<file path="config.mk">
export PLATFORM = sky130hd
export DESIGN_NAME = wb_unified_mem_arbiter
export DESIGN_NICKNAME = d
export VERILOG_FILES = /design/src/rtl/wb_unified_mem_arbiter_pkg.sv /design/src/rtl/wb_unified_mem_arbiter.sv
export SDC_FILE = /design/constraint.sdc
export NUM_CORES = 1
export LEC_CHECK = 0
export CAP_MARGIN = 20
export CORE_AREA = 2 2 114 116
export CTS_CLUSTER_DIAMETER = 100
export DETAILED_ROUTE_END_ITERATION = 16
export DIE_AREA = 0 0 116 118
export PLACE_DENSITY = 0.84
export SLEW_MARGIN = 10
export SYNTH_ARGS = -nofsm -noshare
export SYNTH_HDL_FRONTEND = slang
export SYNTH_SLANG_ARGS = --single-unit
</file>
<file path="constraint.sdc">
create_clock -name clk -period 3.3 [get_ports clk]
set_input_delay 0.33 -clock clk [delete_from_list [all_inputs] [get_ports clk]]
set_output_delay 0.33 -clock clk [all_outputs]
set_load 0.02 [all_outputs]
</file>
<file path="src/rtl/wb_unified_mem_arbiter_pkg.sv">
// Shared definitions for the unified instruction/data memory arbiter:
// FSM state encoding, grant identifiers, default geometry and a byte-merge
// helper used for the tohost mailbox.
package wb_unified_mem_arbiter_pkg;

   localparam int ADDR_WIDTH_DEFAULT  = 13;    // 8192 words = 32 KB
   localparam int TOHOST_WORD_DEFAULT = 1024;  // byte address 0x1000

   typedef enum logic [1:0] {
      ST_IDLE = 2'd0,
      ST_IACK = 2'd1,
      ST_DACK = 2'd2,
      ST_DERR = 2'd3
   } arb_state_e;

   typedef enum logic {
      GRANT_IBUS = 1'b0,
      GRANT_DBUS = 1'b1
   } grant_e;

   // Byte-lane merge: lanes with sel set take new_w, the rest keep old_w.
   function automatic logic [31:0] merge_bytes(input logic [31:0] old_w,
                                               input logic [31:0] new_w,
                                               input logic [3:0]  sel);
      logic [31:0] res;
      res = old_w;
      for (int b = 0; b < 4; b++) begin
         if (sel[b]) res[8*b +: 8] = new_w[8*b +: 8];
      end
      return res;
   endfunction

endpackage

</file>
<file path="src/rtl/wb_unified_mem_arbiter.sv">
// Arbitrates the core's instruction-fetch (iwb) and data (dwb) Wishbone
// masters onto one byte-enabled single-port SRAM, and watches the tohost
// mailbox word to flag end-of-test and pass/fail.
// Ports:
//   clk, rst_n                 clock, async active-low reset
//   iwb_*                      fetch port (read-only, address wraps)
//   dwb_*                      data port (read/write, out-of-range -> err)
//   sram_*                     SRAM access; rdata valid 1 cycle after en
//   tohost_o                   last captured mailbox value
//   test_done_o / test_pass_o  sticky done flag, pass = (tohost == 1)
module wb_unified_mem_arbiter
   import wb_unified_mem_arbiter_pkg::*;
#(
   parameter int ADDR_WIDTH  = ADDR_WIDTH_DEFAULT,
   parameter int TOHOST_WORD = TOHOST_WORD_DEFAULT
) (
   input  logic                  clk,
   input  logic                  rst_n,
   input  logic [31:0]           iwb_adr_i,
   input  logic                  iwb_cyc_i,
   input  logic                  iwb_stb_i,
   output logic [31:0]           iwb_dat_o,
   output logic                  iwb_ack_o,
   input  logic [31:0]           dwb_adr_i,
   input  logic [31:0]           dwb_dat_i,
   input  logic                  dwb_we_i,
   input  logic [3:0]            dwb_sel_i,
   input  logic                  dwb_cyc_i,
   input  logic                  dwb_stb_i,
   output logic [31:0]           dwb_dat_o,
   output logic                  dwb_ack_o,
   output logic                  dwb_err_o,
   output logic                  sram_en_o,
   output logic [3:0]            sram_we_o,
   output logic [ADDR_WIDTH-1:0] sram_addr_o,
   output logic [31:0]           sram_wdata_o,
   input  logic [31:0]           sram_rdata_i,
   output logic [31:0]           tohost_o,
   output logic                  test_done_o,
   output logic                  test_pass_o
);

   localparam logic [ADDR_WIDTH-1:0] TOHOST_ADDR = ADDR_WIDTH'(TOHOST_WORD);

   arb_state_e  state_q, state_d;
   grant_e      last_grant_q, last_grant_d;
   logic        iack_q, iack_d;
   logic        dack_q, dack_d;
   logic        derr_q, derr_d;
   logic [31:0] idat_q, ddat_q;
   logic [31:0] tohost_q, tohost_d;
   logic        done_q, done_d;
   logic        pass_q, pass_d;

   logic                  ireq, dreq, pick_dbus, dbus_oor;
   logic [ADDR_WIDTH-1:0] iwb_word, dwb_word;
   logic [31:0]           tohost_merged;

   // Fetch addresses wrap, so upper bits and byte offsets are deliberately
   // unused.
   logic unused_bits;
   assign unused_bits = ^{iwb_adr_i[31:ADDR_WIDTH+2], iwb_adr_i[1:0],
                          dwb_adr_i[1:0]};

   assign ireq      = iwb_cyc_i & iwb_stb_i;
   assign dreq      = dwb_cyc_i & dwb_stb_i;
   assign iwb_word  = iwb_adr_i[ADDR_WIDTH+1:2];
   assign dwb_word  = dwb_adr_i[ADDR_WIDTH+1:2];
   assign dbus_oor  = |dwb_adr_i[31:ADDR_WIDTH+2];
   // Round-robin on a tie: the port that did not win last time goes first.
   assign pick_dbus = dreq & (~ireq | (last_grant_q == GRANT_IBUS));
   assign tohost_merged = merge_bytes(tohost_q, dwb_dat_i, dwb_sel_i);

   // Grant-cycle SRAM signals are Mealy outputs of IDLE so the access starts
   // in the same cycle as the request, giving 1-cycle grant-to-ack latency.
   // NOTE: every signal assigned here gets a default first so no latch is
   // inferred on paths that skip an assignment.
   always_comb begin
      state_d      = ST_IDLE;
      last_grant_d = last_grant_q;
      tohost_d     = tohost_q;
      done_d       = done_q;
      pass_d       = pass_q;
      sram_en_o    = 1'b0;
      sram_we_o    = 4'b0000;
      sram_addr_o  = dwb_word;
      sram_wdata_o = dwb_dat_i;

      if (state_q == ST_IDLE) begin
         if (pick_dbus) begin
            last_grant_d = GRANT_DBUS;
            if (dbus_oor) begin
               state_d = ST_DERR;
            end else begin
               state_d   = ST_DACK;
               sram_en_o = 1'b1;
               if (dwb_we_i) begin
                  sram_we_o = dwb_sel_i;
                  if (dwb_word == TOHOST_ADDR && !done_q) begin
                     tohost_d = tohost_merged;
                     if (tohost_merged != 32'd0) begin
                        done_d = 1'b1;
                        pass_d = (tohost_merged == 32'd1);
                     end
                  end
               end
            end
         end else if (ireq) begin
            last_grant_d = GRANT_IBUS;
            state_d      = ST_IACK;
            sram_en_o    = 1'b1;
            sram_addr_o  = iwb_word;
         end
      end
   end

   assign iack_d = (state_d == ST_IACK);
   assign dack_d = (state_d == ST_DACK);
   assign derr_d = (state_d == ST_DERR);

   // NOTE: sequential state uses non-blocking assignments only, so every
   // flop samples the pre-edge values regardless of statement order.
   always_ff @(posedge clk or negedge rst_n) begin
      if (!rst_n) begin
         state_q      <= ST_IDLE;
         last_grant_q <= GRANT_IBUS;
         iack_q       <= 1'b0;
         dack_q       <= 1'b0;
         derr_q       <= 1'b0;
         idat_q       <= 32'd0;
         ddat_q       <= 32'd0;
         tohost_q     <= 32'd0;
         done_q       <= 1'b0;
         pass_q       <= 1'b0;
      end else begin
         state_q      <= state_d;
         last_grant_q <= last_grant_d;
         iack_q       <= iack_d;
         dack_q       <= dack_d;
         derr_q       <= derr_d;
         tohost_q     <= tohost_d;
         done_q       <= done_d;
         pass_q       <= pass_d;
         // Each data port keeps the last word it was handed.
         if (iack_q) idat_q <= sram_rdata_i;
         if (dack_q) ddat_q <= sram_rdata_i;
      end
   end

   assign iwb_ack_o   = iack_q;
   assign dwb_ack_o   = dack_q;
   assign dwb_err_o   = derr_q;
   assign iwb_dat_o   = iack_q ? sram_rdata_i : idat_q;
   assign dwb_dat_o   = dack_q ? sram_rdata_i : ddat_q;
   assign tohost_o    = tohost_q;
   assign test_done_o = done_q;
   assign test_pass_o = pass_q;

endmodule
</file>
# Yosys cells after proc, flatten, opt, wreduce, memory -nomap -nowiden
# Cells that the tools add are included.
# totals
ff_bits	104
mem_count	0
romBits	0
mem_bits_rw	0
inputBits	139
latchBits	0
# op_classes
div	0
shift	0
mux	23
n_lt_le_gt_ge	0
eq_ne	5
reduce_logical	9
bitwise	7
mul	0
add_sub_neg	0
# ops
operator	count
2-to-1 mux 32 bit	2
2-to-1 mux 13 bit	3
== test 32 x 1 -> 1 bit, second input constant	1
2-to-1 mux 8 bit	4
nonzero test 32 bit	1
OR reduction 17 bit	1
2-to-1 mux 4 bit	4
== test 13 x 11 -> 1 bit, second input constant	1
2-to-1 mux 1 bit	8
AND reduction 6 bit	1
AND reduction 5 bit	1
== test 2 bit, second input constant	2
2-to-1 mux 2 bit	2
bitwise AND 1 bit	3
inverter 1 bit	3
== test 2 x 1 -> 1 bit, second input constant	1
logical NOT 2 bit	1
AND reduction 2 bit	1
nonzero test 2 bit	1
logical AND 1 bit	1
logical NOT 1 bit	1
bitwise OR 1 bit	1

# Logic depth before layout (Yosys ltp)
# Gate-level depths: netlist of the first run.
# depth
ltp_word	7
mapped_depth	6
ltp_nobuf	5

# Worst setup path after synthesis of the first run
# Ideal clock, no wire load.
# synth_timing
kind	register to output
startpoint	register last_grant_q
endpoint	output sram_addr_o[10]
path_stages_with_launch	6
t_required_ns	2.970
arrival_time_ns	1.666
n_path_buf	2
setup_slack_ns	1.304
cell_sequence	dfrtp_1 o211ai_1 or3_1 clkbuf_1 clkbuf_1 mux2_2
# synth_via
elab_chain_cells	5
# synth_rtl
element	line_no	text
start: declaration	wb_unified_mem_arbiter.sv:46	grant_e last_grant_q, last_grant_d;
start signal: assignment	wb_unified_mem_arbiter.sv:137	last_grant_q <= last_grant_d;
inverter 1 bit	wb_unified_mem_arbiter.sv:71	assign pick_dbus = dreq & (~ireq | (last_grant_q == GRANT_IBUS));
bitwise OR 1 bit	wb_unified_mem_arbiter.sv:71	
bitwise AND 1 bit	wb_unified_mem_arbiter.sv:71	
2-to-1 mux 13 bit	wb_unified_mem_arbiter.sv:90	if (pick_dbus) begin
2-to-1 mux 13 bit	wb_unified_mem_arbiter.sv:89	if (state_q == ST_IDLE) begin
end: declaration	wb_unified_mem_arbiter.sv:35	output logic [ADDR_WIDTH-1:0] sram_addr_o,
# No other way between the ends.

# Final worst setup path of the first run
# layout_timing
startpoint	input dwb_stb_i
endpoint	output sram_addr_o[7]
# layout_via
elab_chain_cells	4
# layout_rtl
element	line_no	text
start: declaration	wb_unified_mem_arbiter.sv:29	input logic dwb_stb_i,
bitwise AND 1 bit	wb_unified_mem_arbiter.sv:66	assign dreq = dwb_cyc_i & dwb_stb_i;
bitwise AND 1 bit	wb_unified_mem_arbiter.sv:71	
2-to-1 mux 13 bit	wb_unified_mem_arbiter.sv:90	
2-to-1 mux 13 bit	wb_unified_mem_arbiter.sv:89	
# No other way between the ends.

==> flow_summary.yaml, run 1 <==
job:
  drv_cap: 0
floorplanning:
  die_h_um: 118
  initial_utilization_pct: 37.0
  core-area_um2: 12400
  die_area_um2: 13700
  ios: 290
  rows: 41
  dieWidth_um: 116
clock_network:
  cts_setup_buffers: 0
  cts_root_buf: "clkbuf_16"
  cts_tree: "done"
  cts_resized: 0
  cts.clk_slew.worst_paths_ps: 70
  cts_buffers: 9
  cts_sinks: 104
  cts_hold_buf: 0
  htree_levels: 3
  clockBufferDepth: 2
  clock_latency_ps: 350
critical_path:
  worstSetupEndpointType: "output pin"
  worstPathRequired_ps: 2970
  path_class: "in -> out"
  critPathArrivalTime_ps: 2620
  r2r-end: "tohost_o[4]$_DFFE_PN0P_"
  r2r.worst_path.cells: 5
  rrSetupSlack_ps: 1130
  critPathMaxFanout: 15
  worstReg2RegStart: "state_q[1]$_DFF_PN0_"
  crit_path_start_kind: "input port"
power_and_ir_drop:
  p_sw_mw: 0.989
  seq_power_share_pct: 41.0
  power_density_nw_per_um2: 468
  ir_worst_vdd_mv: 0.327
  netSwitchingFraction_pct: 28.0
  internal_power_mw: 2.54
  clkPwrFrac_pct: 30.4
  combPwrFrac_pct: 28.6
  power.leakage_nw: 3.28
drt:
  drt-initial-drc-count: 143
  post_drt_wl_per_cell_um: 18.2
  drt-total-wl_mm: 13.7
  avgViaCountPerCell: 4.78
  num_vias: 3592
  firstDrtPassIters: 4
  final_antenna_net_count: 0
  drc: 0
synth:
  synthAdderAreaFrac_pct: 0
  yosysSeqAreaShare_pct: 56.6
  synth_simple_gate_area_share_pct: 7.81
  syn_inst: 335
  synth_compound_area_share_pct: 2.29
  synth_top_family_by_area: "multiplexers"
  ys_ff_latch: 104
  yosys_warnings: 0
  avgSynthCellArea_um2: 13.7
  synth.distinct_cells: 34
  synthesis.area_um2: 4600
  muxShareOfSynthArea_pct: 26.9
  syn_nets: 474
  synth_xor_area_share_pct: 0
outcome:
  violations: "hold timing"
  outcome: "finished, violations left"
timing:
  fin_crit_sh_pct: 89.5
  slew_headroom_pct: 57.2
  whs_ps: -6.92
  hold_viol_final: 5
  setup_viol_count_final: 0
  tns_ps: 0
  tightestPinTransition_ps: 642
  timing.fmax_ghz: 0.339
  rsz0062_at_grt: "no"
  fin_crit_ps: 2950
  postLayoutSetupSlackWorst_ps: 347
  drv_slew: 0
  finClkSkew_ps: 6.76
finish:
  nets: 713
  layout_common_cells: "clkdlybuf4s50_1, mux2_2, dfrtp_1, nor2_1"
  antennaDiodeCount: 0
  final_common_cell: "clkdlybuf4s50_1"
  fin_util_pct: 60.8
  layout-drive-gt1-share_pct: 23.8
  syn2layout_area_growth_pct: 64.2
  fill_cells: 1018
global_routing:
  grt_pass1_vias: 3934
  grt_max_degree: 58
  grt_antenna_before_repair: 0
  grt_pass1_wl_mm: 20.7
  grt.total_usage_pct: 19.8
  overflow: 0
placement:
  port_buffers: 268
  dpl.hpwl_mm: 10.7
  gp_congestion: 0.792
  dp_slack_ps: 356
min_path:
  hold_class: "in -> async"
-- power by group through the flow --
stage | Clock [mW] | Sequential [mW] | Combinational (mW)
after floorplan | 0 | 1.46 | 0.485
after global routing | 1.15 | 1.46 | 1.07
after detailed placement | 0 | 1.47 | 1.02
final | 1.07 | 1.45 | 1.01
after global placement | 0 | 1.46 | 0.996
after CTS | 1.10 | 1.45 | 1.02
-- Yosys cell counts --
cell type | count | area share [%]
nor4_4 | 1 | 0.46
nor3_1 | 10 | 1.1
or4b_2 | 2 | 0.44
a21boi_0 | 1 | 0.16
o22a_1 | 1 | 0.19
or4_4 | 1 | 0.24
nor4_1 | 10 | 1.4
mux2_1 | 2 | 0.49
buf_1 | 6 | 0.49
mux2_2 | 108 | 26
or2_2 | 1 | 0.14
and3_1 | 4 | 0.54
nor2_1 | 13 | 1.1
buf_4 | 32 | 5.2
nand4_1 | 4 | 0.54
nand2_1 | 1 | 0.082
a31oi_1 | 1 | 0.14
o211ai_1 | 1 | 0.16
inv_1 | 2 | 0.16
nand2b_1 | 1 | 0.14
dfrtp_1 | 104 | 57
o22ai_1 | 1 | 0.14
clkbuf_1 | 6 | 0.49
nand3_1 | 1 | 0.11
a21o_1 | 1 | 0.16
a41oi_1 | 1 | 0.19
nor4bb_1 | 1 | 0.22
or3_1 | 1 | 0.14
a21oi_1 | 6 | 0.65
nor4b_1 | 1 | 0.19
or4_1 | 2 | 0.33
nand4b_1 | 1 | 0.19
a22oi_1 | 3 | 0.49
nand2_2 | 4 | 0.54
-- critical path, stage by stage --
cell             delay (ps)
clkdlybuf4s50_1         510
nand2_1                  80
o211ai_1                200
or3_1                   540
mux2_2                  420
clkdlybuf4s50_1         540
-- logic make-up after synthesis --
| logic type | Yosys count |
|---|---|
| multiplexers | 110 |
| flip-flops | 104 |
| AND/OR/NAND/NOR | 59 |
| buffers and inverters | 46 |
| AO/OA/AOI/OAI | 16 |
-- registers in the layout, summed over array words and instances, names as in the netlist --
register	count
idat_q	32
test_done_o	1
ddat_q	32
iwb_ack_o	1
last_grant_q	1
dwb_ack_o	1
dwb_err_o	1
tohost_o	32
test_pass_o	1
state_q	2
-- worst max path at each step --
stage	to	start	slack, ps
2_1_floorplan	sram_addr_o[10]	last_grant_q$_DFFE_PN0P_	1300
3_3_place_gp	sram_addr_o[6]	dwb_stb_i	440
3_5_place_dp	sram_addr_o[0]	dwb_cyc_i	360
4_1_cts	sram_addr_o[0]	dwb_cyc_i	360
5_1_grt	sram_we_o[3]	dwb_adr_i[16]	250
6_report	sram_addr_o[7]	dwb_stb_i	350
-- cell type report --
cell class	instances	area [um2]	area share, %
clock buffer	9	225	2.98
clock inverter	7	76.3	1.01
inverter	2	7.51	0.0994
multi-input combinational	185	1700	22.5
sequential	104	2600	34.5
tap	172	215	2.85
timing repair buffer	272	2720	36.1
-- per-stage QoR --
step           std cells  hold WS (ps)  instance area, um2  total power, mW
6_report             751         -6.92                7550             3.53
2_1_floorplan        335          34.4                4600             1.95
3_3_place_gp         735           371                7250             2.46
3_5_place_dp         735           390                7250             2.49
5_1_grt              751          29.3                7550             3.67
4_1_cts              751          16.4                7550             3.58
-- metal layers --
metal  part of all wire (%)  GRT usage [%]  vias up
li1                       -              -     1656
met1                     38           21.5     1764
met2                     51           35.5      160
met3                    9.3           8.14       12
met4                    1.0           4.84        0
met5                      0              0        -
Power figures use the tool's default switching activity.
==> run 2: changes to the inputs <==
--- a/config.mk
+++ b/config.mk
@@ -6,11 +6,13 @@
 export NUM_CORES = 1
 export LEC_CHECK = 0
 export CAP_MARGIN = 20
-export CORE_AREA = 2 2 114 116
+export CELL_PAD_IN_SITES_DETAIL_PLACEMENT = 1
+export CELL_PAD_IN_SITES_GLOBAL_PLACEMENT = 2
+export CORE_UTILIZATION = 24
 export CTS_CLUSTER_DIAMETER = 100
 export DETAILED_ROUTE_END_ITERATION = 16
-export DIE_AREA = 0 0 116 118
-export PLACE_DENSITY = 0.84
+export PLACE_DENSITY = 0.9
+export SETUP_SLACK_MARGIN = 0.02
 export SLEW_MARGIN = 10
 export SYNTH_ARGS = -nofsm -noshare
 export SYNTH_HDL_FRONTEND = slang
==> flow_summary.yaml, run 2 (same netlist as run 1, synthesis figures left out) <==
finish:
  antennaDiodeCount: 0
  fin_util_pct: 40.7
  layout-drive-gt1-share_pct: 24.1
  syn2layout_area_growth_pct: 66.3
  final_common_cell: "clkdlybuf4s50_1"
  layout_common_cells: "clkdlybuf4s50_1, mux2_2, dfrtp_1, nor2_1"
  nets: 715
clock_network:
  cts_tree: "done"
  cts_root_buf: "clkbuf_16"
  cts_hold_buf: 0
  cts_resized: 0
  clock_latency_ps: 350
  htree_levels: 3
  cts_buffers: 9
  cts_sinks: 104
  clockBufferDepth: 2
  cts_setup_buffers: 0
  cts.clk_slew.worst_paths_ps: 70
power_and_ir_drop:
  seq_power_share_pct: 40.3
  ir_worst_vdd_mv: 0.199
  combPwrFrac_pct: 28.4
  internal_power_mw: 2.57
  p_sw_mw: 1.02
  power.leakage_nw: 3.29
  total_power_mw: 3.59
  netSwitchingFraction_pct: 28.4
  power_density_nw_per_um2: 470
  clkPwrFrac_pct: 31.3
floorplanning:
  die_h_um: 140
  core-area_um2: 18800
  rows: 50
  initial_utilization_pct: 24.5
  ios: 290
  die_area_um2: 19700
  dieWidth_um: 140
critical_path:
  critPathMaxFanout: 15
  worstSetupEndpointType: "output pin"
  critPathArrivalTime_ps: 2650
  worstPathRequired_ps: 2970
  path_class: "in -> out"
  crit_path_start_kind: "input port"
timing:
  postLayoutSetupSlackWorst_ps: 318
  setup_viol_count_final: 0
  drv_slew: 0
  slew_headroom_pct: 38.1
  finClkSkew_ps: 6.20
  tightestPinTransition_ps: 928
  fin_crit_ps: 2980
  tns_ps: 0
  timing.fmax_ghz: 0.335
  fin_crit_sh_pct: 90.4
  hold_viol_final: 0
  rsz0062_at_grt: "no"
drt:
  avgViaCountPerCell: 4.52
  drt-initial-drc-count: 80
  drc: 0
  num_vias: 3683
  firstDrtPassIters: 4
  final_antenna_net_count: 0
  post_drt_wl_per_cell_um: 18.4
  drt-total-wl_mm: 15.0
global_routing:
  grt_max_degree: 75
  grt.total_usage_pct: 15.5
  grt_pass1_vias: 4172
  grt_pass1_wl_mm: 23.3
  overflow: 0
  grt_antenna_before_repair: 0
placement:
  dp_slack_ps: 305
  dpl.hpwl_mm: 11.6
  port_buffers: 268
  gp_congestion: 0.770
outcome:
  outcome: "finished clean"
min_path:
  hold_class: "in -> async"
job:
  drv_cap: 0
## run 2: cell count changes in the layout (fill, tap and decap cells not counted), sizes merged
cell / before / now
buf: 5 / 7
clkbuf: 9 / 10
clkinv: 1 / 2
clkinvlp: 2 / 1
inv: 5 / 4
## run 2: cell type report
| type | instances | area [um2] |
|---|---|---|
| Sequential cell | 104 | 2600 |
| Fill cell | 1945 | 11100 |
| Clock inverter | 6 | 75.1 |
| Clock buffer | 10 | 239 |
| Timing Repair Buffer | 274 | 2730 |
| Inverter | 2 | 7.51 |
| Tap cell | 234 | 293 |
| Multi-Input combinational cell | 185 | 1700 |
## run 2: critical path, stage by stage
cell             delay [ps]
clkdlybuf4s50_1         510
nand2_1                  90
o211ai_1                200
or3_1                   520
mux2_2                  430
clkdlybuf4s50_1         560
## run 2: final timing paths
path | from | end | slack [ps] | cells after the start
min in group clk | idat_q[5]$_DFF_PN0_ | idat_q[5]$_DFF_PN0_ | 500 | 1
max in group asynchronous | rst_n | ddat_q[26]$_DFF_PN0_ | 2360 | 2
hold / removal | rst_n | idat_q[5]$_DFF_PN0_ | 120 | 1
setup / recovery | dwb_cyc_i | sram_addr_o[7] | 320 | 6
setup reg to reg | test_done_o$_DFFE_PN0P_ | tohost_o[4]$_DFFE_PN0P_ | 1000 | 5
hold reg to reg | idat_q[5]$_DFF_PN0_ | idat_q[5]$_DFF_PN0_ | 500 | 1
## run 2: per-stage QoR
stage / std cells / hold slack (ps) / area [um2]
floorplan: 335 / 34.4 / 4600
global placement: 799 / 481 / 7330
detailed placement: 799 / 486 / 7330
CTS: 815 / 153 / 7640
global route: 815 / 183 / 7640
finish: 815 / 120 / 7640
## run 2: power groups by stage
| stage | clock network (mW) | registers, mW | logic, mW |
|---|---|---|---|
| floorplan | 0 | 1.46 | 0.485 |
| global placement | 0 | 1.47 | 1.01 |
| detailed placement | 0 | 1.48 | 1.03 |
| CTS | 1.18 | 1.45 | 1.04 |
| global route | 1.21 | 1.47 | 1.08 |
| finish | 1.12 | 1.45 | 1.02 |
## run 2: per-layer routing
metal | part of all wire, % | routed length, um | global-route usage [%] | vias up
li1 | - | - | - | 1655
met1 | 38 | 5670 | 17.4 | 1851
met2 | 52 | 7790 | 27.6 | 161
met3 | 8.4 | 1260 | 5.13 | 16
met4 | 1.7 | 261 | 5.15 | 0
met5 | 0 | 0 | 0 | -
==> run 3: changes to the inputs <==
--- a/config.mk
+++ b/config.mk
@@ -17,3 +17,4 @@
 export SYNTH_ARGS = -nofsm -noshare
 export SYNTH_HDL_FRONTEND = slang
 export SYNTH_SLANG_ARGS = --single-unit
+export TNS_END_PERCENT = 5
==> results of run 3 <==
No change in the layout: final DEF, timing and power equal those of run 2.
